==> config.mk <==
export PLATFORM = sky130hd
export DESIGN_NAME = multiplexer_32bit_2x1
export DESIGN_NICKNAME = d
export VERILOG_FILES = /design/src/rtl/multiplexer_32bit_2x1_pkg.sv /design/src/rtl/multiplexer_32bit_2x1_mux2_core.sv /design/src/rtl/multiplexer_32bit_2x1.sv
export SDC_FILE = /design/constraint.sdc
export NUM_CORES = 1
export LEC_CHECK = 0
export CAP_MARGIN = 15
export CORE_ASPECT_RATIO = 0.75
export CORE_MARGIN = 4
export CORE_UTILIZATION = 33
export DETAILED_ROUTE_END_ITERATION = 12
export MAX_ROUTING_LAYER = met4
export PLACE_DENSITY = 0.88
export SLEW_MARGIN = 20
export SYNTH_ARGS = -nofsm -noshare
export SYNTH_HDL_FRONTEND = slang
export SYNTH_SLANG_ARGS = --single-unit
==> constraint.sdc <==
create_clock -name clk -period 1.6 [get_ports clk]
set_input_delay 0.16 -clock clk [delete_from_list [all_inputs] [get_ports clk]]
set_output_delay 0.16 -clock clk [all_outputs]
set_load 0.1 [all_outputs]
==> src/rtl/multiplexer_32bit_2x1_pkg.sv <==
// Shared defaults for the 32-bit 2:1 multiplexer slice.
package multiplexer_32bit_2x1_pkg;

  localparam int unsigned DATA_W_DEFAULT = 32;
  localparam int unsigned CNT_W_DEFAULT  = 16;

endpackage : multiplexer_32bit_2x1_pkg

==> src/rtl/multiplexer_32bit_2x1_mux2_core.sv <==
// Pure combinational 2:1 selector; an unknown select propagates X to y.
module mux2_core
  import multiplexer_32bit_2x1_pkg::*;
#(
  parameter int unsigned DATA_W = DATA_W_DEFAULT
) (
  input  logic [DATA_W-1:0] a,
  input  logic [DATA_W-1:0] b,
  input  logic              sel,
  output logic [DATA_W-1:0] y
);

  // Case form so an X/Z select yields all-X rather than a merged ternary result.
  always_comb begin
    y = 'x;
    case (sel)
      1'b0:    y = a;
      1'b1:    y = b;
      default: y = 'x;
    endcase
  end

endmodule : mux2_core

==> src/rtl/multiplexer_32bit_2x1.sv <==
// 2:1 data mux with registered output, parity, select-change pulse and a
// saturating select-toggle counter.
module multiplexer_32bit_2x1
  import multiplexer_32bit_2x1_pkg::*;
#(
  parameter int unsigned DATA_W = DATA_W_DEFAULT,
  parameter int unsigned CNT_W  = CNT_W_DEFAULT
) (
  input  logic              clk,
  input  logic              rst_n,
  input  logic [DATA_W-1:0] input1,
  input  logic [DATA_W-1:0] input2,
  input  logic              select,
  output logic [DATA_W-1:0] out,
  output logic [DATA_W-1:0] out_q,
  output logic              out_parity,
  output logic              sel_q,
  output logic              sel_changed,
  output logic [CNT_W-1:0]  toggle_cnt
);

  mux2_core #(
    .DATA_W(DATA_W)
  ) u_core (
    .a   (input1),
    .b   (input2),
    .sel (select),
    .y   (out)
  );

  // Odd parity of the registered data; stays consistent with out_q at all times.
  always_comb begin
    out_parity = ^out_q;
  end

  // Output/select registers and the change pulse.
  always_ff @(posedge clk or negedge rst_n) begin
    if (!rst_n) begin
      out_q       <= '0;
      sel_q       <= 1'b0;
      sel_changed <= 1'b0;
    end else begin
      out_q       <= out;
      sel_q       <= select;
      sel_changed <= select ^ sel_q;
    end
  end

  // Counts select changes; holds at all-ones instead of wrapping.
  always_ff @(posedge clk or negedge rst_n) begin
    if (!rst_n) begin
      toggle_cnt <= '0;
    end else if ((select != sel_q) && (toggle_cnt != '1)) begin
      toggle_cnt <= toggle_cnt + CNT_W'(1);
    end
  end

endmodule : multiplexer_32bit_2x1

# After elaboration in Yosys (flattened, before gate mapping)
# Cells that the tools add are included.
[classes]
add_sub_neg = 1
n_eq_ne = 2
mux = 1
n_bitwise = 2
n_reduce_logical = 2
[op_table]
columns = ["op", "count"]
rows = [
  ["one-hot mux 32 bit (2 select lines)", 1],
  ["parity 32 bit", 1],
  ["adder 16 x 1 -> 16 bit (second input constant)", 1],
  ["inequality test 16 bit (second input constant)", 1],
  ["logical AND 1 bit", 1],
  ["inequality test 1 bit", 1],
  ["NOT 1 bit", 1],
  ["XOR 1 bit", 1],
]
[totals]
ff_bits = 50
output_inout_bits = 83
wordCells = 12

# Longest topological paths before layout
[logic_depth]
depth_word = 2
depth_mapped = 7

# Hierarchy
# Synthesis repeated with hierarchy kept, for this count alone.
[unflattened]
cells_unflattened = 166
hier_area_um2 = 2424.8
[by_module_without_submodules]
columns = ["mod", "n_inst", "cells_each", "area_per_inst_um2", "seq_area_each_um2"]
rows = [
  ["multiplexer_32bit_2x1", 1, 130, 1880.6, 1251.2],
  ["mux2_core", 1, 36, 544.3, 0.0],
]

# Worst setup path after synthesis
# OpenSTA, ideal clock, no wires.
[synth_path]
path_kind = "reg2out"
startpoint = "reg out_q[18]"
endpoint = "out out_parity"
arrival_time_ns = 3.143
t_required_ns = 1.440
setup_slack_ns = -1.703
stages_incl_launch_ff = 6
path_cell_list = "dfrtp_1 -> xnor2_1 -> xnor2_1 -> xnor2_1 -> xnor2_1 -> xnor2_1"
[synth_via]
elab_chain_cells = 1
[synth_rtl]
columns = ["item", "line_no", "text"]
rows = [
  ["from (decl)", "multiplexer_32bit_2x1.sv:15", "output logic [DATA_W-1:0] out_q,"],
  ["from (signal assigned)", "multiplexer_32bit_2x1.sv:43", "out_q <= out;"],
  ["parity 32 bit", "multiplexer_32bit_2x1.sv:33", "out_parity = ^out_q;"],
  ["to (decl)", "multiplexer_32bit_2x1.sv:16", "output logic out_parity,"],
]
# No other way between the ends.

# Worst setup path in the final report
[layout_path]
startpoint = "reg out_q[15]"
endpoint = "out out_parity"
# Same word-level chain as after synthesis.

==> results.py <==
metrics = {
    "pwr": {
        "combPwrFrac": 0.652,
        "peakVddDrop_mv": 0.988,
        "pwr-share-clk": 0.121,
        "powerDensity_mw_per_mm2": 1310,
        "p_seq_frac": 0.227,
        "internal_power_mw": 3.87,
        "p_leak_nw": 2.36,
        "switchingPower_mw": 3.48,
        "switching_share": 0.474,
    },
    "cts": {
        "root_buffer": "clkbuf_8",
        "clockBufferDepth": 2,
        "clkTransAtPathRegs_ns": 0.09,
        "htreeDepth": 2,
        "cts_tree": "built",
        "clk-insertion-delay-late_ns": 0.30,
        "cts.sinks": 50,
        "numCtsBuffers": 5,
    },
    "timing": {
        "clock-skew-final_ns": 0.00611,
        "slew_viol_final": 0,
        "rsz0062_at_grt": "true",
        "worst-slew-pin-transition_ns": 0.539,
        "fin_hold_ws_ns": 0.253,
        "setup_viol": 4,
        "tns_ns": -0.621,
        "slew_headroom": 0.640,
        "final-hold-violation-count": 0,
        "min_period_ns": 2.14,
        "fmax_mhz": 466,
        "setup_slack_ns": -0.545,
        "final.period_utilization": 1.34,
    },
    "die": {
        "row_count": 25,
        "initial_core_util": 0.352,
        "pin_count": 150,
        "die_h_um": 80.2,
        "core_mm2": 0.00651,
        "dieArea_mm2": 0.00835,
        "die_w_um": 104,
    },
    "detailed_routing": {
        "ant_nets": 0,
        "drtIter0Drc": 28,
        "routed_wl_um": 8690,
        "wl_per_cell_um": 18.9,
        "num_vias": 2183,
        "vias_per_cell": 4.75,
        "drc": 0,
        "dr.pass1.iters": 2,
    },
    "run": {
        "drv_cap": 0,
    },
    "synth": {
        "avgSynthCellArea_um2": 13.7,
        "netlist_area_mm2": 0.00229,
        "yosysWarnings": 0,
        "netlist-cell-type-count": 21,
        "syn_inst": 167,
        "yosys.area.top_type_share": 0.546,
        "synth_top_area_cell": "dfrtp_1",
        "synth_top_family_by_area": "XOR/XNOR gates",
        "synth-seq-area-share": 0.546,
        "synth_area_leaders": "dfrtp_1 55%, mux2_2 16%, xnor2_1 15%, xor2_1 2.3%, nand4_1 1.6%",
        "synth-xor-area-share": 0.179,
        "synth.ff_latch_count": 50,
        "synth_nets": 235,
        "synth.area.mux_share": 0.157,
        "synth_adder_area_share": 0.00546,
        "synth_compound_area_frac": 0.0153,
        "synth_simple_gate_area_frac": 0.0814,
    },
    "grt": {
        "grt_overflow_total": 0,
        "gr-usage-all-layers": 0.220,
        "grt_pass1_vias": 2602,
        "grt_max_degree": 34,
        "antenna_found_initial": 0,
        "grt_pass1_wl_um": 13600,
    },
    "cells_and_area": {
        "diodes": 0,
        "drive_above_1_share": 0.681,
        "area_delta_synth_final_pct": 145,
        "nNetsFinal": 446,
    },
    "setup_path": {
        "path_max_fanout": 2,
        "startpoint_type": "flop",
        "criticalPathCategory": "flop to primary output",
        "required_ns": 1.44,
        "arrival_ns": 1.98,
        "endpoint_kind": "primary output",
    },
    "place": {
        "dp_hpwl_um": 7090,
        "placement.io_buffers": 149,
        "gp_congestion": 0.779,
        "place_ws_ns": -0.316,
    },
    "hold_path": {
        "min_path_type": "input port to flop",
    },
    "outcome": {
        "status": "complete, but fails checks",
        "failed_checks": "negative setup slack",
    },
}
routing by layer:
layer,track usage,vias to the layer above,part of all wire
met5,-,-,0
met4,0.0518,0,0.014
met3,0.0795,8,0.079
met2,0.423,90,0.56
met1,0.215,1089,0.34
li1,-,996,-
worst max-delay path, stage by stage (launching register included):
cell,delay (ns)
dfrtp_4,0.52
xor2_4,0.21
xnor2_2,0.14
xnor2_1,0.13
buf_4,0.16
xnor2_4,0.18
xnor2_4,0.14
buf_12,0.19
cell usage after synthesis:
| cell type | instances |
|---|---|
| inv_1 | 2 |
| o21a_1 | 1 |
| nor2_2 | 2 |
| nor2_1 | 2 |
| xor2_1 | 6 |
| dfrtp_1 | 50 |
| mux2_2 | 32 |
| xnor2_1 | 39 |
| xnor2_2 | 1 |
| and3_1 | 1 |
| clkinv_2 | 1 |
| nand2_1 | 5 |
| ha_1 | 1 |
| nor4_2 | 3 |
| nand4_1 | 6 |
| nor4_1 | 1 |
| nand3_1 | 7 |
| clkbuf_1 | 3 |
| nand4_2 | 2 |
| o41ai_4 | 1 |
| buf_6 | 1 |
kinds of logic (layout without fill, tap and decap cells):
| family | after synthesis | after routing |
|---|---|---|
| muxes | 32 | 32 |
| xor gates and xnor gates | 46 | 46 |
| and+or+nand+nor | 29 | 29 |
| adders and majority gates | 1 | 1 |
| AOI/OAI and AO/OA | 2 | 2 |
| buffers and inverters | 7 | 219 |
| DFF | 50 | 50 |
power groups by stage:
stage	Clock (mW)	Combinational (mW)	Sequential (mW)
2_1_floorplan	0	1.70	2.74
3_3_place_gp	0	4.58	1.66
3_5_place_dp	0	4.64	1.67
4_1_cts	0.914	4.78	1.67
5_1_grt	0.967	4.96	1.69
6_report	0.890	4.80	1.67
metrics by stage:
stage	instances	instance area, um^2	util	power (mW)
floorplan	167	2490	-	4.45
global placement	442	5270	0.810	6.23
detailed placement	442	5270	0.810	6.32
CTS	453	5510	0.847	7.36
global route	460	5600	0.861	7.62
finish	460	5600	0.861	7.35
cells in the final DEF (no fill, tap or decap):
master and instances:
clkbuf_1 1, nor4_2 1, inv_1 2, clkdlybuf4s50_1 64
nor4_4 3, nand3_4 1, mux2_2 32, clkbuf_8 5
nand3_1 5, nand4_1 6, nor2_2 4, o21a_1 1
xor2_4 1, bufinv_16 1, and3_1 1, dfrtp_1 1
xnor2_4 3, o41ai_4 1, ha_4 1, clkinvlp_4 1
buf_6 1, buf_2 2, clkinv_2 1, xnor2_1 29
xnor2_2 8, nand4_4 2, buf_12 85, dfrtp_2 24
dfrtp_4 25, buf_4 55, nand3_2 1, dlygate4sd3_1 1
nand2_1 5, xor2_1 5
flip-flops by register name, indices dropped and copies added (netlist names):
signal and count:
out_q 32, toggle_cnt 16, sel_changed 1, sel_q 1
final timing paths:
| kind | slack (ns) | cells after the start | from | end |
|---|---|---|---|---|
| worst max register to register | -0.06 | 6 | toggle_cnt[1] | toggle_cnt[15] |
| max in group asynchronous | 0.64 | 3 | rst_n | toggle_cnt[11] |
| worst min-delay path | 0.25 | 2 | select | sel_q |
| min in group asynchronous | 0.39 | 2 | rst_n | out_q[3] |
| worst max-delay path | -0.54 | 7 | out_q[15] | out_parity |
| worst min register to register | 0.57 | 1 | toggle_cnt[3] | toggle_cnt[3] |
repair_timing:
item,in CTS,in global routing
pin swaps,7,5
hold buffers,1,0
setup endpoints to repair,11,10
buffers inserted,2,7
gates resized for setup,14,6
endpoints found under the hold margin,22,0
cloned,0,0
cell type report:
cell class	instances	area [um^2]
multi-input combinational	110	1220
clock inverter	2	37.5
tap	81	101
inverter	3	12.5
clock buffer	6	72.6
fill	293	903
sequential	50	1380
timing repair buffer	208	2790
Note: power is estimated with default switching activity, not from simulation.
